## src/rtl/pipe_ctrl_pkg.sv

```systemverilog
// Shared types for the pipeline valid/advance controller.
package pipe_ctrl_pkg;
  localparam int STAGES_DEF = 4;

  typedef enum logic [1:0] {
    RUN   = 2'd0,
    DRAIN = 2'd1,
    FLUSH = 2'd2
  } state_t;
endpackage

```

## src/rtl/pipe_ctrl_v_if.sv

```systemverilog
// Upstream/downstream handshake plus flush/drain control for pipe_ctrl_v.
interface pipe_ctrl_v_if;
  logic in_valid;
  logic in_ready;
  logic out_valid;
  logic out_ready;
  logic flush_req;
  logic drain_req;
  logic drain_done;

  modport master (
    output in_valid, out_ready, flush_req, drain_req,
    input  in_ready, out_valid, drain_done
  );

  modport slave (
    input  in_valid, out_ready, flush_req, drain_req,
    output in_ready, out_valid, drain_done
  );
endinterface

```

## src/rtl/pipe_reg_v.sv

```systemverilog
// One valid bit of the controlled pipeline; clr wins over d when we is set.
module pipe_reg_v (
  input  logic clk,
  input  logic rst,
  input  logic we,
  input  logic clr,
  input  logic d,
  output logic q
);
  always_ff @(posedge clk) begin
    if (rst)     q <= 1'b0;
    else if (we) q <= clr ? 1'b0 : d;
  end
endmodule

```

## src/rtl/pipe_ctrl_v.sv

```systemverilog
// Bubble-collapsing pipeline controller: per-stage enables/clears, occupancy,
// and a RUN/DRAIN/FLUSH mode FSM.
module pipe_ctrl_v
  import pipe_ctrl_pkg::*;
#(
  parameter int STAGES = STAGES_DEF,
  parameter int CW     = 4
) (
  input  logic              clk,
  input  logic              rst,
  pipe_ctrl_v_if.slave      bus,
  output logic [STAGES-1:0] stage_we,
  output logic [STAGES-1:0] stage_clr,
  output logic [CW-1:0]     occupancy
);
  state_t            state, state_nxt;
  logic [STAGES-1:0] v, en, vin, v_we, v_clr;
  logic              accept, kill, empty, drain_done_c;

  // Advance chain: a stage moves if it is empty or the stage ahead moves.
  always_comb begin
    en[STAGES-1] = !v[STAGES-1] | bus.out_ready;
    for (int k = STAGES-2; k >= 0; k--) en[k] = !v[k] | en[k+1];
  end

  assign bus.in_ready  = (state == RUN) & en[0] & !rst;
  assign bus.out_valid = v[STAGES-1] & !rst;
  assign accept        = bus.in_valid & bus.in_ready;
  assign vin           = {v[STAGES-2:0], accept};
  assign empty         = (v == '0);

  always_comb begin
    stage_we  = en;
    stage_clr = en & ~vin;
    if (rst || state == FLUSH) begin
      stage_we  = '1;
      stage_clr = '1;
    end
  end

  // Valid bits drop already on the edge that samples flush_req, so out_valid
  // is low throughout the FLUSH cycle.
  assign kill  = bus.flush_req & (state != FLUSH);
  assign v_we  = stage_we  | {STAGES{kill}};
  assign v_clr = stage_clr | {STAGES{kill}};

  for (genvar k = 0; k < STAGES; k++) begin : g_vld
    pipe_reg_v u_vld (
      .clk (clk),
      .rst (rst),
      .we  (v_we[k]),
      .clr (v_clr[k]),
      .d   (vin[k]),
      .q   (v[k])
    );
  end

  always_ff @(posedge clk) begin
    if (rst) state <= RUN;
    else     state <= state_nxt;
  end

  always_comb begin
    state_nxt    = state;
    drain_done_c = 1'b0;
    case (state)
      RUN: begin
        if (bus.flush_req)      state_nxt = FLUSH;
        else if (bus.drain_req) state_nxt = DRAIN;
      end
      DRAIN: begin
        if (bus.flush_req) state_nxt = FLUSH;
        else if (empty) begin
          state_nxt    = RUN;
          drain_done_c = 1'b1;
        end
      end
      FLUSH:   state_nxt = RUN;
      default: state_nxt = RUN;
    endcase
  end

  assign bus.drain_done = drain_done_c & !rst;

  always_comb begin
    occupancy = '0;
    for (int k = 0; k < STAGES; k++) occupancy = occupancy + CW'(v[k]);
    if (rst) occupancy = '0;
  end
endmodule

```

## src/flat_wrapper.sv

```systemverilog
// flat-port wrapper written by rule: the top's interface ports become plain ports
module pipe_ctrl_v_flat import pipe_ctrl_pkg::*;
#(
  parameter int STAGES = STAGES_DEF,
  parameter int CW     = 4
)
  (clk, rst, stage_we, stage_clr, occupancy, bus_in_valid, bus_out_ready, bus_flush_req, bus_drain_req, bus_in_ready, bus_out_valid, bus_drain_done);
  pipe_ctrl_v_if bus_i ();
  input  logic clk;
  input  logic rst;
  output logic [STAGES-1:0] stage_we;
  output logic [STAGES-1:0] stage_clr;
  output logic [CW-1:0] occupancy;
  input wire logic [$bits(bus_i.in_valid)-1:0] bus_in_valid;
  input wire logic [$bits(bus_i.out_ready)-1:0] bus_out_ready;
  input wire logic [$bits(bus_i.flush_req)-1:0] bus_flush_req;
  input wire logic [$bits(bus_i.drain_req)-1:0] bus_drain_req;
  output wire logic [$bits(bus_i.in_ready)-1:0] bus_in_ready;
  output wire logic [$bits(bus_i.out_valid)-1:0] bus_out_valid;
  output wire logic [$bits(bus_i.drain_done)-1:0] bus_drain_done;
  assign bus_i.in_valid = bus_in_valid;
  assign bus_i.out_ready = bus_out_ready;
  assign bus_i.flush_req = bus_flush_req;
  assign bus_i.drain_req = bus_drain_req;
  assign bus_in_ready = bus_i.in_ready;
  assign bus_out_valid = bus_i.out_valid;
  assign bus_drain_done = bus_i.drain_done;
  pipe_ctrl_v #(.STAGES(STAGES), .CW(CW)) u_core (.clk(clk), .rst(rst), .bus(bus_i), .stage_we(stage_we), .stage_clr(stage_clr), .occupancy(occupancy));
endmodule
```

## config.mk

```make
export PLATFORM = sky130hd
export DESIGN_NAME = pipe_ctrl_v_flat
export DESIGN_NICKNAME = d
export VERILOG_FILES = /design/src/rtl/pipe_ctrl_pkg.sv /design/src/rtl/pipe_ctrl_v_if.sv /design/src/rtl/pipe_reg_v.sv /design/src/rtl/pipe_ctrl_v.sv /design/src/flat_wrapper.sv
export SDC_FILE = /design/constraint.sdc
export NUM_CORES = 1
export LEC_CHECK = 0
export BUFFER_PORTS_ARGS = -buffer_cell sky130_fd_sc_hd__buf_2
export CAP_MARGIN = 40
export CORE_AREA = 2 2 39 41
export DETAILED_ROUTE_END_ITERATION = 8
export DIE_AREA = 0 0 41 43
export GPL_TIMING_DRIVEN = 1
export PLACE_DENSITY = 0.71
export SLEW_MARGIN = 20
export SYNTH_ARGS = -nofsm -noshare
export SYNTH_HDL_FRONTEND = slang
export SYNTH_HIERARCHICAL = 1
export SYNTH_SLANG_ARGS = --single-unit
```

## constraint.sdc

```tcl
create_clock -name clk -period 4 [get_ports clk]
set_input_delay 1 -clock clk [delete_from_list [all_inputs] [get_ports clk]]
set_output_delay 1 -clock clk [all_outputs]
set_load 0.02 [all_outputs]
```

# --- Word level (Yosys, flattened, before mapping) ---
# Index checks and enable logic that the tools add are counted.
totals:
  ff_bits: 6
  inputBits: 6
  out_inout_bits: 15
  word_cells: 51
op_classes:
  addsub: 3
  n_eq_ne: 5
  n_mux: 15
  n_bitwise: 14
  reduce_logical: 9
ops:
  columns: ["op", "count"]
  rows:
  - ["4-bit two-way mux", 3]
  - ["4-bit by 1-bit adder with 4-bit output", 2]
  - ["2-bit two-way mux", 4]
  - ["4-bit OR", 2]
  - ["1-bit two-way mux", 7]
  - ["1-bit bitwise AND", 6]
  - ["1-bit zero test", 5]
  - ["4-bit bitwise AND", 1]
  - ["4-bit zero test", 1]
  - ["4-bit inverter", 1]
  - ["1-bit OR", 4]
  - ["2-bit case mux with 2 select lines", 1]
  - ["3-bit by 2-bit inequality test with 1-bit output (second input constant)", 1]
  - ["3-bit inequality test (second input constant)", 1]
  - ["1-bit by 1-bit adder with 2-bit output", 1]
  - ["2-bit by 1-bit equality test with 1-bit output (second input constant)", 1]
  - ["2-bit equality test (second input constant)", 1]
  - ["2-bit zero test", 1]
  - ["2-bit inequality test (second input constant)", 1]
  - ["2-bit AND reduction", 1]
  - ["1-bit logical OR", 1]

# --- Depth between registers and ports, before layout ---
# Gate-level depths: netlist of run 1.
depth:
  ltp_word: 13
  depth_mapped: 5
  ltp_nobuf: 5

# --- Hierarchy ---
# Netlist of run 1, hierarchy kept.
modules_own_cells:
  columns: ["module", "instances", "cells_per_inst", "area_each_um2", "seq_area_each_um2"]
  rows:
  - ["pipe_ctrl_v", 1, 50, 344.1, 40.0]
  - ["pipe_reg_v", 4, 4, 42.5, 20.0]

# --- Worst setup path after synthesis of run 1 ---
# OpenSTA, ideal clock, no wires.
synth_timing:
  path_type: "input -> output"
  from: "input port bus_out_ready"
  to: "output port stage_clr[2]"
  arrival_ns: 1.882
  t_required_ns: 3.000
  path_slack_ns: 1.118
  stages: 3
  n_path_buf: 0
  cell_sequence: "and2b_2 > and2_1 > o21ai_0"
synth_between:
  elab_chain_cells: 4
synth_rtl:
  columns: ["element", "line_no", "source"]
  rows:
  - ["from (decl)", "flat_wrapper.sv:15", "input wire logic [$bits(bus_i.out_ready)-1:0] bus_out_ready;"]
  - ["1-bit OR", "pipe_ctrl_v.sv:22", "en[STAGES-1] = !v[STAGES-1] | bus.out_ready;"]
  - ["1-bit OR", "pipe_ctrl_v.sv:23", "for (int k = STAGES-2; k >= 0; k--) en[k] = !v[k] | en[k+1];"]
  - ["4-bit bitwise AND", "pipe_ctrl_v.sv:34", "stage_clr = en & ~vin;"]
  - ["4-bit two-way mux", "pipe_ctrl_v.sv:35", "if (rst || state == FLUSH) begin"]
  - ["to (decl)", "flat_wrapper.sv:12", "output logic [STAGES-1:0] stage_clr;"]
# No other way between the ends.

# --- Final worst setup path of run 1 ---
layout_timing:
  from: "register u_core.g_vld[1].u_vld.q"
  to: "output port occupancy[1]"
layout_between:
  elab_chain_cells: 4
layout_rtl:
  columns: ["element", "line_no", "source"]
  rows:
  - ["from (decl)", "pipe_reg_v.sv:8", "output logic q"]
  - ["from (signal assigned)", "pipe_reg_v.sv:12", "else if (we) q <= clr ? 1'b0 : d;"]
  - ["1-bit by 1-bit adder with 2-bit output", "pipe_ctrl_v.sv:87", "for (int k = 0; k < STAGES; k++) occupancy = occupancy + CW'(v[k]);"]
  - ["4-bit by 1-bit adder with 4-bit output (2 in a row)", "pipe_ctrl_v.sv:87", null]
  - ["4-bit two-way mux", "pipe_ctrl_v.sv:88", "if (rst) occupancy = '0;"]
  - ["to (decl)", "flat_wrapper.sv:13", "output logic [CW-1:0] occupancy;"]
# No other way between the ends.

==> flow_summary.yaml, run 1 <==
clocking:
  clock_tree.buffer_depth: 2
  clk_root_buffer_cell: "clkbuf_4"
  h-tree-depth: 1
  clk_pin_slew_ns: 0.05
  clk_latency_ns: 0.25
  ctsHoldBuffers: 0
  post_cts_resized: 0
  cts_tree: "done"
  cts_buffers: 3
  cts_setup_buffers: 0
  numClockSinks: 6
grt:
  antenna_found_initial: 0
  grt_remaining_overflow: 0
  grt_max_degree: 14
  busiest_layer: "met2"
  first_global_vias: 437
  globalRouteMet3Util_pct: 1.57
  met2_usage_pct: 22.2
  grt_first_pass_wirelength_mm: 1.74
  met1_usage_pct: 16.5
  grt_usage_pct: 14.9
floorplanning:
  die-area_um2: 1760
  chipWidth_um: 41
  coreArea_um2: 1380
  ioPinCount: 21
  die_h_um: 43
  num_rows: 14
  initial_core_util_pct: 37.2
logic_synthesis:
  synth_cell_types: 24
  muxShareOfSynthArea_pct: 0
  synth_area_um2: 514
  syn_nets: 76
  ys.warnings.count: 6
  netlist_instances: 66
  synth_xor_xnor_area_share_pct: 0
  synth-compound-area-share_pct: 16.5
  ys_seq_area_share_pct: 23.4
  synthAdderAreaFrac_pct: 11.2
  syn_area_per_cell_um2: 7.79
  yosys.area_share.simple_pct: 45.3
  synth_top_family_by_area: "simple AND/OR/NAND/NOR gates"
  ys_seq_elements: 6
worst_setup_path:
  r2r_slack_ns: 2.32
  endpoint_kind: "primary output"
  cp_num_cells: 5
  worstPathRequired_ns: 3.00
  r2r_start: "u_core/g_vld[2].u_vld/q$_SDFFE_PP0P_"
  critPathArrivalTime_ns: 1.94
  critPathKind: "register to primary output"
  crit_top_cell: "ha_1"
  cp_slowest_stage_delay_ns: 0.49
  start_kind: "register"
  startpoint: "u_core/g_vld[1].u_vld/q$_SDFFE_PP0P_"
  cp_max_fo: 8
  r2r-end: "u_core/g_vld[0].u_vld/q$_SDFFE_PP0P_"
  worstPathCellList: "fa_1 > ha_1 > ha_1 > nor2b_1 > buf_2"
  slowest_stage: "dfxtp_1"
  crit_end: "occupancy[1]"
  reg2regPathDepth: 5
  crit_family: "adder cells"
  path_buf_inv: 1
drt:
  drt_wl_total_mm: 1.15
  wl_per_cell_um: 11.2
  first_iter_violations: 12
  antenna_left: 0
  avgViaCountPerCell: 5.11
  drt_pass1_iterations: 4
  vias: 526
  drc: 0
cells_and_area:
  stdcell_count: 103
  n_fill_cell: 152
  drive_gt1_share_pct: 34.5
  fin_nets: 99
  syn_to_final_growth_pct: 25.3
  diodes: 0
power:
  power.leakage_nw: 0.269
  peakVddDrop_mv: 0.0891
  p_per_area_nw_per_um2: 216
placed_design:
  place_hpwl_um: 896
  dp_cells: 100
  portBuffers: 19
  routabilityCongestion: 0.788
sta:
  rsz0062_at_grt: "false"
  finalClockSkew_ns: 0.00880
  fmax_ghz: 0.340
  hold_violations: 0
  setup_viol: 0
  finalCritPeriodShare_pct: 73.6
  min_period_ns: 2.94
  relSlewSlack_pct: 58.7
  drv_slew: 0
  tightest_slew_ns: 0.615
  fin_tns_setup_ns: 0
outcome:
  status: "finished clean"
run:
  maxCapViolCount: 0
hold_path:
  hp-class: "register to register"
layout make-up:
| cell class | instances | area (um2) | area share [%] |
|---|---|---|---|
| flip-flops and latches | 6 | 120 | 18.6 |
| repair buffers | 19 | 95.1 | 14.8 |
| well taps | 16 | 20.0 | 3.11 |
| clock buffers | 3 | 22.5 | 3.50 |
| multi-input cells | 57 | 379 | 58.8 |
| inverters | 2 | 7.51 | 1.17 |
synth_stat cells:
| master | number | area [um2] |
|---|---|---|
| nand2_1 | 9 | 33.8 |
| o21ai_0 | 8 | 40.0 |
| dfxtp_1 | 6 | 120 |
| nand2b_1 | 5 | 31.3 |
| nor2_1 | 5 | 18.8 |
| a21oi_2 | 4 | 35.0 |
| nand3b_1 | 4 | 30.0 |
| nor2b_1 | 4 | 25.0 |
| ha_1 | 3 | 37.5 |
| and2_1 | 2 | 12.5 |
| inv_1 | 2 | 7.51 |
| nor3_1 | 2 | 10.0 |
| and2b_2 | 1 | 8.76 |
| and3_1 | 1 | 6.26 |
| buf_4 | 1 | 7.51 |
| conb_1 | 1 | 3.75 |
| fa_1 | 1 | 20.0 |
| nand3b_2 | 1 | 11.3 |
| nand4_1 | 1 | 6.26 |
| nor2b_4 | 1 | 13.8 |
| nor3b_1 | 1 | 7.51 |
| o211a_1 | 1 | 10.0 |
| or2_1 | 1 | 6.26 |
| or4_4 | 1 | 11.3 |
metrics by stage:
stage / hold WS [ns] / worst slack, ns / total power, mW / util [%] / area, um2
2_1_floorplan: 0.515 / 1.12 / 0.0751 / - / 514
3_3_place_gp: 0.553 / 1.12 / 0.0821 / 44.9 / 622
3_5_place_dp: 0.566 / 1.08 / 0.0826 / 44.9 / 622
4_1_cts: 0.572 / 1.04 / 0.143 / 46.6 / 644
5_1_grt: 0.588 / 0.917 / 0.147 / 46.6 / 644
6_report: 0.569 / 1.06 / 0.139 / 46.6 / 644
tightest hold or removal path, stage by stage (launching register included):
cell      delay [ns]
dfxtp_1         0.37
nand2b_1        0.11
a21oi_2         0.05
worst min path at each step:
| stage | startpoint | to | slack [ns] | cells after the start |
|---|---|---|---|---|
| global placement | u_core/g_vld[3].u_vld/q$_SDFFE_PP0P_ | u_core/g_vld[3].u_vld/q$_SDFFE_PP0P_ | 0.55 | 2 |
| global route | u_core/g_vld[3].u_vld/q$_SDFFE_PP0P_ | u_core/g_vld[3].u_vld/q$_SDFFE_PP0P_ | 0.59 | 2 |
| CTS | u_core/g_vld[3].u_vld/q$_SDFFE_PP0P_ | u_core/g_vld[3].u_vld/q$_SDFFE_PP0P_ | 0.57 | 2 |
| finish | u_core/g_vld[3].u_vld/q$_SDFFE_PP0P_ | u_core/g_vld[3].u_vld/q$_SDFFE_PP0P_ | 0.57 | 2 |
| floorplan | u_core/g_vld[3].u_vld/q$_SDFFE_PP0P_ | u_core/g_vld[3].u_vld/q$_SDFFE_PP0P_ | 0.51 | 2 |
| detailed placement | u_core/g_vld[3].u_vld/q$_SDFFE_PP0P_ | u_core/g_vld[3].u_vld/q$_SDFFE_PP0P_ | 0.57 | 2 |
cells by family after synthesis:
kind of cell / Yosys count
AO/OA/AOI/OAI: 13
adder cells (fa/ha/maj): 4
buffers and inverters: 3
flip-flops: 6
other: 1
AND/OR/NAND/NOR: 39
layer usage:
metal	vias to the layer above	routed length, um
met5	-	0
met4	0	22
met3	2	44
met2	14	576
met1	243	509
li1	267	-
cell usage in the layout, fill, tap and decap left out, drive strengths merged:
cell    Yosys  routed
inv         2       2
ha          3       3
conb        1       1
nand4       1       1
o21ai       8       8
nand3b      5       5
and2        2       2
nand2b      5       5
nor2b       5       5
nand2       9       9
a21oi       4       4
nor3        2       2
fa          1       1
and2b       1       1
nor3b       1       1
or2         1       1
or4         1       1
buf         1      19
dfxtp       6       6
nor2        5       5
clkbuf      0       3
o211a       1       1
and3        1       1
sequential cells by signal (all words and copies together) (netlist names):
| signal | cells |
|---|---|
| u_core/state | 2 |
| u_core/g_vld.u_vld/q | 4 |
where the power goes:
| group | internal [mW] | total [mW] | switching (mW) | leakage, nW |
|---|---|---|---|---|
| combinational | 0.00694 | 0.0190 | 0.0121 | 0.206 |
| clock | 0.0341 | 0.0580 | 0.0239 | 0.0138 |
| sequential | 0.0610 | 0.0625 | 0.00147 | 0.0487 |
| total | 0.102 | 0.139 | 0.0374 | 0.269 |
No activity file was read; power rests on OpenSTA's default activity.
==> run 2, diff against run 1 <==
- PLACE_DENSITY: 0.71 -> 0.74
- clock period: 4 -> 2.5 ns (I/O delays scaled with it)
==> flow_summary.yaml, run 2 (synthesis gave the netlist of run 1 again) <==
worst_setup_path:
  path_buf_inv: 1
  crit_family: "adder cells"
  critPathArrivalTime_ns: 1.78
  start_kind: "register"
  worstPathCellList: "fa_1 > ha_1 > ha_1 > nor2b_1 > buf_2"
  endpoint_kind: "primary output"
  cp_slowest_stage_delay_ns: 0.43
  critPathKind: "register to primary output"
  r2r_slack_ns: 0.78
  slowest_stage: "fa_1"
  crit_top_cell: "ha_1"
  worstPathRequired_ns: 1.88
  cp_max_fo: 6
placed_design:
  routabilityCongestion: 0.752
  portBuffers: 19
  placed_area_um2: 644
  place_hpwl_um: 962
clocking:
  clock_tree.buffer_depth: 2
  clk_latency_ns: 0.24
  post_cts_resized: 0
  clk_root_buffer_cell: "clkbuf_4"
  ctsHoldBuffers: 0
  cts_tree: "done"
  clk_pin_slew_ns: 0.05
  cts_setup_buffers: 0
  numClockSinks: 6
  h-tree-depth: 1
  cts_buffers: 3
sta:
  finalClockSkew_ns: 0.00395
  tightest_slew_ns: 0.652
  relSlewSlack_pct: 56.2
  drv_slew: 0
  fin_tns_setup_ns: 0
  rsz0062_at_grt: "false"
  hold_violations: 0
  fmax_ghz: 0.416
  finalCritPeriodShare_pct: 96.1
  min_period_ns: 2.40
  setup_viol: 0
floorplanning:
  num_rows: 14
  coreArea_um2: 1380
  die-area_um2: 1760
  initial_core_util_pct: 37.2
  chipWidth_um: 41
  ioPinCount: 21
  die_h_um: 43
drt:
  drt_wl_total_mm: 1.21
  first_iter_violations: 10
  drc: 0
  vias: 535
  antenna_left: 0
  wl_per_cell_um: 11.5
  avgViaCountPerCell: 5.05
  drt_pass1_iterations: 4
cells_and_area:
  layout_commonest_cell: "buf_2"
  final_cell_area_um2: 668
  final_cell_mix: "19 x buf_2, 9 x nand2_1, 8 x o21ai_0"
  largest_reg_flops: 4
  top_register: "u_core/g_vld.u_vld/q"
  syn_to_final_growth_pct: 29.9
  fin_nets: 102
  diodes: 0
  drive_gt1_share_pct: 37.8
  top_regs: "u_core/g_vld.u_vld/q (4), u_core/state (2)"
grt:
  first_global_vias: 490
  grt_remaining_overflow: 0
  grt_max_degree: 9
  grt_first_pass_wirelength_mm: 1.94
  antenna_found_initial: 0
  grt_usage_pct: 16.4
run:
  maxCapViolCount: 0
power:
  power.leakage_nw: 0.285
  p_per_area_nw_per_um2: 334
  peakVddDrop_mv: 0.238
outcome:
  status: "finished clean"
hold_path:
  hp-class: "register to register"
## run 2: changes by cell type in the layout (fill, tap and decap cells not counted), sizes merged
cell and delta:
buf +3
## run 2: worst reg2reg max path, cell delays in order, from the launching register on
cell and delay [ns]:
dfxtp_1 0.46, nand3b_2 0.16, or4_4 0.52, or2_1 0.24, nand2b_1 0.16, a21oi_2 0.12
## run 2: final timing paths
path,start,end,cells past startpoint
setup / recovery,u_core/g_vld[3].u_vld/q$_SDFFE_PP0P_,occupancy[1],5
hold / removal,u_core/g_vld[3].u_vld/q$_SDFFE_PP0P_,u_core/g_vld[3].u_vld/q$_SDFFE_PP0P_,2
setup reg to reg,u_core/g_vld[2].u_vld/q$_SDFFE_PP0P_,u_core/g_vld[0].u_vld/q$_SDFFE_PP0P_,5
hold reg to reg,u_core/g_vld[3].u_vld/q$_SDFFE_PP0P_,u_core/g_vld[3].u_vld/q$_SDFFE_PP0P_,2
## run 2: cell type report
class / count / area (um2)
Clock buffer: 3 / 22.5
Fill cell: 134 / 716
Inverter: 2 / 7.51
Multi-Input combinational cell: 57 / 379
Sequential cell: 6 / 121
Tap cell: 16 / 20.0
Timing Repair Buffer: 22 / 118
## run 2: stage by stage
step	hold slack, ns	cells	setup WS [ns]	total power, mW	utilization (%)
3_5_place_dp	0.565	103	0.257	0.134	46.6
3_3_place_gp	0.547	103	0.313	0.133	46.6
5_1_grt	0.555	106	0.0262	0.235	48.3
4_1_cts	0.570	106	0.00718	0.226	48.2
2_1_floorplan	0.515	66	0.244	0.120	-
6_report	0.528	106	0.0963	0.223	48.3
## run 2: report_power, final
| group | switching (mW) | leakage (nW) | internal [mW] |
|---|---|---|---|
| Combinational | 0.0201 | 0.222 | 0.0123 |
| Clock | 0.0370 | 0.0138 | 0.0545 |
| Sequential | 0.00202 | 0.0492 | 0.0976 |
## run 2: layer usage
layer | part of all wire, % | routed length (um) | GRT usage, %
met5 | 0 | 0 | 0
met4 | 1.2 | 14 | 10.0
met3 | 5.4 | 65 | 4.71
met2 | 47 | 569 | 25.9
met1 | 46 | 563 | 18.2
